[config.mk]
export PLATFORM = sky130hd
export DESIGN_NAME = jtag_tap
export DESIGN_NICKNAME = d
export VERILOG_FILES = /design/src/rtl/jtag_tap.sv
export SDC_FILE = /design/constraint.sdc
export NUM_CORES = 1
export LEC_CHECK = 0
export ABC_AREA = 1
export BUFFER_PORTS_ARGS = -buffer_cell sky130_fd_sc_hd__buf_2
export CAP_MARGIN = 20
export CORE_MARGIN = 3
export CORE_UTILIZATION = 30
export CTS_BUF_LIST = sky130_fd_sc_hd__clkbuf_4 sky130_fd_sc_hd__clkbuf_8 sky130_fd_sc_hd__clkbuf_16
export CTS_CLUSTER_DIAMETER = 100
export DETAILED_ROUTE_END_ITERATION = 6
export GPL_TIMING_DRIVEN = 0
export RECOVER_POWER = 50
export SYNTH_ARGS = -nofsm -noshare
export SYNTH_HDL_FRONTEND = slang
export SYNTH_SLANG_ARGS = --single-unit
[constraint.sdc]
create_clock -name tck -period 1.5 [get_ports tck]
set_input_delay 0.3 -clock tck [delete_from_list [all_inputs] [get_ports tck]]
set_output_delay 0.3 -clock tck [all_outputs]
set_load 0.02 [all_outputs]
[src/rtl/jtag_tap.sv]
// jtag_tap: IEEE 1149.1-style TAP controller holding the instruction register plus the
// IDCODE and BYPASS data registers, and steering the GPIO scan chain and TDO.
module jtag_tap #(
  parameter int unsigned        IR_BITS        = 4,
  parameter logic [31:0]        IDCODE_VALUE   = 32'h1000_0001,
  parameter logic [IR_BITS-1:0] IR_IDCODE      = IR_BITS'(4'b0001),
  parameter logic [IR_BITS-1:0] IR_GPIO_DATA   = IR_BITS'(4'b0010),
  parameter logic [IR_BITS-1:0] IR_GPIO_CONFIG = IR_BITS'(4'b0011)
) (
  input  logic tck,
  input  logic reset_,
  input  logic tms,
  input  logic tdi,
  output logic tdo,
  output logic tdo_oe,
  input  logic gpios_tdo,
  output logic capture_dr,
  output logic shift_dr,
  output logic update_dr,
  output logic gpio_data_ir,
  output logic gpio_config_ir,
  output logic test_logic_reset
);

  typedef enum logic [3:0] {
    S_TLR, S_RTI,
    S_SEL_DR, S_CAP_DR, S_SH_DR, S_EX1_DR, S_PA_DR, S_EX2_DR, S_UPD_DR,
    S_SEL_IR, S_CAP_IR, S_SH_IR, S_EX1_IR, S_PA_IR, S_EX2_IR, S_UPD_IR
  } state_t;

  state_t             state;
  logic [IR_BITS-1:0] ir;
  logic [IR_BITS-1:0] ir_shift;
  logic [31:0]        idcode_dr;
  logic               bypass_dr;
  logic               sel_idcode;
  logic               sel_gpio;
  logic               sel_bypass;

  assign capture_dr       = (state == S_CAP_DR);
  assign shift_dr         = (state == S_SH_DR);
  assign update_dr        = (state == S_UPD_DR);
  assign test_logic_reset = (state == S_TLR);

  // Select lines come from the active ir only, so they stay stable throughout a DR scan.
  assign gpio_data_ir   = (ir == IR_GPIO_DATA);
  assign gpio_config_ir = (ir == IR_GPIO_CONFIG);
  assign sel_idcode     = (ir == IR_IDCODE);
  assign sel_gpio       = gpio_data_ir | gpio_config_ir;
  assign sel_bypass     = !sel_idcode && !sel_gpio;

  always_ff @(posedge tck or negedge reset_) begin
    if (!reset_) begin
      state <= S_TLR;
    end else begin
      unique case (state)
        S_TLR:    state <= tms ? S_TLR    : S_RTI;
        S_RTI:    state <= tms ? S_SEL_DR : S_RTI;
        S_SEL_DR: state <= tms ? S_SEL_IR : S_CAP_DR;
        S_CAP_DR: state <= tms ? S_EX1_DR : S_SH_DR;
        S_SH_DR:  state <= tms ? S_EX1_DR : S_SH_DR;
        S_EX1_DR: state <= tms ? S_UPD_DR : S_PA_DR;
        S_PA_DR:  state <= tms ? S_EX2_DR : S_PA_DR;
        S_EX2_DR: state <= tms ? S_UPD_DR : S_SH_DR;
        S_UPD_DR: state <= tms ? S_SEL_DR : S_RTI;
        S_SEL_IR: state <= tms ? S_TLR    : S_CAP_IR;
        S_CAP_IR: state <= tms ? S_EX1_IR : S_SH_IR;
        S_SH_IR:  state <= tms ? S_EX1_IR : S_SH_IR;
        S_EX1_IR: state <= tms ? S_UPD_IR : S_PA_IR;
        S_PA_IR:  state <= tms ? S_EX2_IR : S_PA_IR;
        S_EX2_IR: state <= tms ? S_UPD_IR : S_SH_IR;
        S_UPD_IR: state <= tms ? S_SEL_DR : S_RTI;
      endcase
    end
  end

  always_ff @(posedge tck or negedge reset_) begin
    if (!reset_) begin
      ir       <= IR_IDCODE;
      ir_shift <= '0;
    end else begin
      case (state)
        S_TLR:    ir       <= IR_IDCODE;
        S_CAP_IR: ir_shift <= IR_BITS'(2'b01);
        S_SH_IR:  ir_shift <= {tdi, ir_shift[IR_BITS-1:1]};
        S_UPD_IR: ir       <= ir_shift;
        default: ;
      endcase
    end
  end

  always_ff @(posedge tck or negedge reset_) begin
    if (!reset_) begin
      idcode_dr <= '0;
      bypass_dr <= 1'b0;
    end else if (state == S_CAP_DR) begin
      if (sel_idcode) idcode_dr <= IDCODE_VALUE;
      if (sel_bypass) bypass_dr <= 1'b0;
    end else if (state == S_SH_DR) begin
      if (sel_idcode) idcode_dr <= {tdi, idcode_dr[31:1]};
      if (sel_bypass) bypass_dr <= tdi;
    end
  end

  // Falling-edge launch gives the downstream device a half cycle of setup before posedge.
  always_ff @(negedge tck or negedge reset_) begin
    if (!reset_) begin
      tdo    <= 1'b0;
      tdo_oe <= 1'b0;
    end else if (state == S_SH_IR) begin
      tdo    <= ir_shift[0];
      tdo_oe <= 1'b1;
    end else if (state == S_SH_DR) begin
      tdo_oe <= 1'b1;
      if (sel_gpio)        tdo <= gpios_tdo;
      else if (sel_idcode) tdo <= idcode_dr[0];
      else                 tdo <= bypass_dr;
    end else begin
      tdo_oe <= 1'b0;
    end
  end

endmodule

==> out/summary.txt, run 1 <==
initial antenna violation count -> 0
drt total wl -> 5629 um
vias in the first global route -> 1818
WL/cell -> 13.53 um
post-place setup slack -> -0.5088 ns
Hold Fails Final Rpt -> 0
Max Root-Sink Buffers -> 2
Setup crit end kind -> output port
R2R Setup Slk -> -0.40 ns
Tot Pwr -> 7.139 mW
final setup fails -> 44
largest net degree at the start of global routing -> 48
top area cells in the synthesized netlist -> dfrtp_1 (48%), o21ai_2 (12%), nand2_1 (12%)
Initial Util -> 0.3141
Area growth syn-to-layout -> 48.70%
1st-iter DRT viols -> 102
Mapped Area -> 2315 um^2
placed inst area -> 2510 um^2
CTS hold repair buffers -> 0
clk root buf -> clkbuf_8
unrepaired setup endpoints after global routing -> true
DRT antenna net count -> 0
crit-path cells -> buf_6
violated checks -> negative setup slack
Leak -> 1.646 nW
final setup margin -> -0.4034 ns
fin nets -> 321
via count -> 1941
Setup Crit Path Kind -> flip-flop to output port
Multi-input gate area -> 1276 um^2
crit-path max cell delay -> 0.43 ns
Skew-Pair Late Insertion Delay -> 0.30 ns
Die X -> 93.84 um
RR Startpoint -> ir[0]
first-pass GRT wire length -> 8445 um
fill count -> 666
core area -> 7370 um^2
count of mapped cells out of synthesis -> 256
DR vias/cell -> 4.666
post-synthesis cell type count -> 23
CTS tree -> done
sequential fraction of the synthesis area -> 0.5086
H-tree levels -> 2
status -> complete, but fails checks
Num CTS Buffers -> 5
CP max FO -> 2
max-capacitance violation count -> 0
Worst Path Required -> 1.20 ns
Ports -> 13
synthesis-stage register bit count -> 47
ant diodes -> 0
Synth area leader -> dfrtp_1
pwr dens -> 2074 nW/um^2
measured slew at the worst slew-check pin -> 1.203 ns
reg2reg path depth -> 7
FP Rows -> 31
register area -> 1182 um^2
CP top delay family -> flip-flops
Crit path buffers/inverters -> 1
Worst-path clk slew -> 0.09 ns
Ys Warns -> 0
Yosys top cell area share -> 0.4757
worst clock skew -> 0.01377 ns
Mapped Nets -> 261
Synth Area per Inst -> 9.042 um^2
Die ar. -> 8806 um^2
CP Launch Type -> flip-flop
final design utilization -> 0.4671
CP arrival -> 1.60 ns
clock sink count -> 47
Post-DP HPWL -> 2874 um
Crit-path slowest cell -> dfrtn_1
PortBufs -> 12
WHS -> 0.2349 ns
Hold Path Class -> input pin to asynchronous set/reset pin
fin area -> 3442 um^2
DRC viols -> 0
Pre-antenna DRT Iters -> 4
total gr overflow -> 0
reg2reg end -> tdo
Slew headroom -> 0.1980
share of layout cells above drive strength 1 -> 0.5426
die height -> 93.84 um
GRT Total Usage -> 0.1177
routability cong. -> 0.8390
Slew Viols, Final -> 0
Worst VDD drop -> 0.001002 V
==> cell usage after synthesis <==
cell type   n
buf_2       1
nand3_1    14
nor2_4      1
nand2_4     2
dfstp_2     1
nor2_1     10
o21ai_0     6
nand4_1     1
nand3b_1    1
nand2_2    21
buf_6       6
o21ai_2    32
nand2_1    74
nor2_2      3
inv_1      19
o22ai_1     3
dfrtp_1    44
clkbuf_1    2
dfrtn_1     2
inv_2       3
nand3_4     1
o21ai_1     6
a21oi_1     3
==> timing repair <==
action,CTS,global route
cloned,0,8
resized for setup,47,70
setup endpoints to repair,38,51
setup buffers,23,14
pin swaps,6,15
==> routing by layer <==
layer	track usage	wire (um)	vias to the layer above	part of all wire
li1	-	-	950	-
met1	0.1612	2548	942	0.45
met2	0.1827	2829	36	0.50
met3	0.02724	152	13	0.027
met4	0.03971	98	0	0.017
met5	0	0	-	0
==> kinds of logic (layout without fill, tap and decap cells) <==
logic type	count (synthesis)	in the layout	synth area share
compound gates	50	50	0.1616
buf+inv	31	90	0.07027
simple gates	128	130	0.2595
flops	47	47	0.5087
==> through the flow <==
| stage | cells | setup TNS, ns |
|---|---|---|
| after detailed placement | 367 | -1.898 |
| after CTS | 398 | -6.859 |
| after global placement | 367 | -1.800 |
| after global routing | 416 | -10.84 |
| final | 416 | -7.253 |
| after floorplan | 256 | -0.5803 |
==> report_power, final <==
group / switching (mW) / total (mW) / internal (mW)
combinational: 2.26 / 4.31 / 2.06
clock: 0.425 / 0.965 / 0.540
sequential: 0.276 / 1.86 / 1.59
==> state kept, by name, indices dropped and copies added (netlist names) <==
name       cells
ir             4
tdo            1
state          4
bypass_dr      1
idcode_dr     32
tdo_oe         1
ir_shift       4
==> layout make-up <==
class                      count  area share
timing repair buffer          51      0.1549
multi-input combinational    180      0.3708
buffer                         9     0.03453
inverter                      22     0.02617
clock buffer                   6     0.02399
tap                           99     0.03599
clock inverter                 2     0.01018
sequential                    47      0.3435
==> placed cells by master (no fill, tap or decap), types with 2 or more instances in the layout <==
| master | netlist | layout |
|---|---|---|
| inv_1 | 19 | 12 |
| clkbuf_1 | 2 | 2 |
| buf_2 | 1 | 4 |
| buf_4 | 0 | 21 |
| nand3_1 | 14 | 12 |
| buf_12 | 0 | 2 |
| dfrtp_1 | 44 | 40 |
| nand2_4 | 2 | 28 |
| o21ai_0 | 6 | 5 |
| o21ai_1 | 6 | 5 |
| a21oi_2 | 0 | 2 |
| dfrtn_1 | 2 | 2 |
| dfrtp_2 | 0 | 4 |
| o21ai_2 | 32 | 33 |
| inv_2 | 3 | 7 |
| nor2_1 | 10 | 8 |
| buf_6 | 6 | 21 |
| clkbuf_8 | 0 | 6 |
| o22ai_1 | 3 | 3 |
| buf_8 | 0 | 4 |
| clkbuf_16 | 0 | 5 |
| inv_4 | 0 | 3 |
| nand2_1 | 74 | 53 |
| nand2_2 | 21 | 15 |
| nand3_4 | 1 | 4 |
| nor2_4 | 1 | 6 |
==> worst max path at each step <==
stage	from	endpoint	slack, ns	cells past startpoint
floorplan	ir[0]	tdo	-0.37	7
global placement	state[3]	tdo	-0.50	7
detailed placement	state[3]	tdo	-0.51	7
CTS	tdo	tdo	-0.42	1
global route	tdo	tdo	-0.45	1
finish	tdo	tdo	-0.40	1
(Power assumes the default switching activity.)
==> run 2, diff against run 1 <==
- CTS_BUF_LIST: sky130_fd_sc_hd__clkbuf_4 sky130_fd_sc_hd__clkbuf_8 sky130_fd_sc_hd__clkbuf_16 -> sky130_fd_sc_hd__clkbuf_8 sky130_fd_sc_hd__clkbuf_16
- PLACE_DENSITY: default -> 0.49
- REMOVE_ABC_BUFFERS: default -> 1
==> run 2 against run 1 <==
Compared with the run above:
- the flow still finishes with violations (negative setup slack)
- die area unchanged
- global-route usage rose by 1.7 points
- clock skew down 0.0043 ns
- flip-flop and latch count stayed put
- critical path depth unchanged
- clock power grew 1%
- register-to-register slack about the same
==> out/summary.txt, run 2 (synthesized netlist as in run 1, its figures left out) <==
status -> complete, but fails checks
violated checks -> negative setup slack
largest net degree at the start of global routing -> 48
crit-path max cell delay -> 0.44 ns
Hold Fails Final Rpt -> 0
vias in the first global route -> 1872
H-tree levels -> 2
Initial Util -> 0.3141
die height -> 93.84 um
Post-DP HPWL -> 2496 um
ant diodes -> 0
Worst-path clk slew -> 0.09 ns
met1 GRT Util -> 0.1860
Worst VDD drop -> 0.0005826 V
measured slew at the worst slew-check pin -> 1.232 ns
CTS tree -> done
PortBufs -> 12
Setup Crit Path Kind -> flip-flop to output port
GRT Total Usage -> 0.1344
Setup TNS Final -> -4.824 ns
WL/cell -> 13.68 um
commonest non-fill, non-tap cell in the layout -> nand2_1
total gr overflow -> 0
met3 GRT Util -> 0.01522
first-pass GRT wire length -> 9287 um
core area -> 7370 um^2
routability cong. -> 0.8310
Area growth syn-to-layout -> 39.41%
unrepaired setup endpoints after global routing -> true
clock sink count -> 47
initial antenna violation count -> 0
final setup margin -> -0.4228 ns
clk root buf -> clkbuf_8
drt total wl -> 5595 um
via count -> 1893
CP top delay family -> flip-flops
fin nets -> 314
Setup crit end kind -> output port
crit-path cells -> buf_6
Num CTS Buffers -> 5
DR vias/cell -> 4.628
Hold Path Class -> input pin to asynchronous set/reset pin
1st-iter DRT viols -> 64
GRT busiest layer -> met2
Ports -> 13
Slew headroom -> 0.1788
CP max FO -> 2
FP Rows -> 31
Leak -> 1.511 nW
worst clock skew -> 0.009432 ns
routing usage on met2 -> 0.2129
most frequent cells in the layout -> nand2_1 (61), dfrtp_1 (40), o21ai_2 (33)
Die ar. -> 8806 um^2
Skew-Pair Late Insertion Delay -> 0.30 ns
DRC viols -> 0
Max Root-Sink Buffers -> 2
Worst Path Required -> 1.20 ns
Slew Viols, Final -> 0
share of layout cells above drive strength 1 -> 0.5097
final setup fails -> 45
Biggest register -> idcode_dr
Largest register FFs -> 32
final design utilization -> 0.4379
CP arrival -> 1.62 ns
DRT antenna net count -> 0
Crit path buffers/inverters -> 1
Crit-path slowest cell -> dfrtn_1
pwr dens -> 2059 nW/um^2
Pre-antenna DRT Iters -> 4
Die X -> 93.84 um
post-place setup slack -> -0.9148 ns
max-capacitance violation count -> 0
CP Launch Type -> flip-flop
-- run 2: timing repair --
item                                    4_1_cts  5_1_grt
gates resized for setup                      61       26
cloned                                        5        2
pin swaps                                    11       10
setup buffers                                30        8
hold buffers                                  0        0
endpoints found under the setup margin       45       50
hold endpoints to repair                      0        0
-- run 2: area by class of cell --
cell class / count / area [um^2]
Sequential cell: 47 / 1182
Inverter: 22 / 87.58
Tap cell: 99 / 123.9
Timing Repair Buffer: 49 / 475.5
Fill cell: 710 / 4143
Clock inverter: 2 / 35.03
Clock buffer: 6 / 82.58
Multi-Input combinational cell: 184 / 1240
-- run 2: stage by stage --
step,hold slack [ns],area (um^2),power (mW),cells
4_1_cts,0.02927,3050,6.154,401
3_3_place_gp,0.4653,2419,3.772,358
5_1_grt,0.2943,3227,7.091,409
2_1_floorplan,0.004409,2235,3.347,247
3_5_place_dp,0.4680,2419,3.778,358
6_report,0.2438,3227,6.644,409
-- run 2: power by group --
part	total (mW)	internal [mW]	switching, mW
Clock	0.979	0.540	0.439
Combinational	3.80	1.64	2.16
Sequential	1.86	1.59	0.278
Total	6.64	3.77	2.87
-- run 2: metal layers --
| metal | wire, um | part of all wire | vias up |
|---|---|---|---|
| li1 | - | - | 940 |
| met4 | 109 | 0.019 | 0 |
| met1 | 2761 | 0.49 | 918 |
| met2 | 2638 | 0.47 | 25 |
| met5 | 0 | 0 | - |
| met3 | 86 | 0.015 | 10 |
-- run 2: worst paths after layout --
path | from | endpoint | slack (ns) | cells past startpoint
min in group tck | tdi | ir_shift[3] | 0.26 | 3
max in group asynchronous | reset_ | tdo_oe | -0.12 | 1
setup / recovery | tdo | tdo | -0.42 | 1
hold / removal | reset_ | ir[1] | 0.24 | 1
hold reg to reg | idcode_dr[12] | idcode_dr[12] | 0.49 | 2
setup reg to reg | ir[3] | tdo | -0.39 | 8
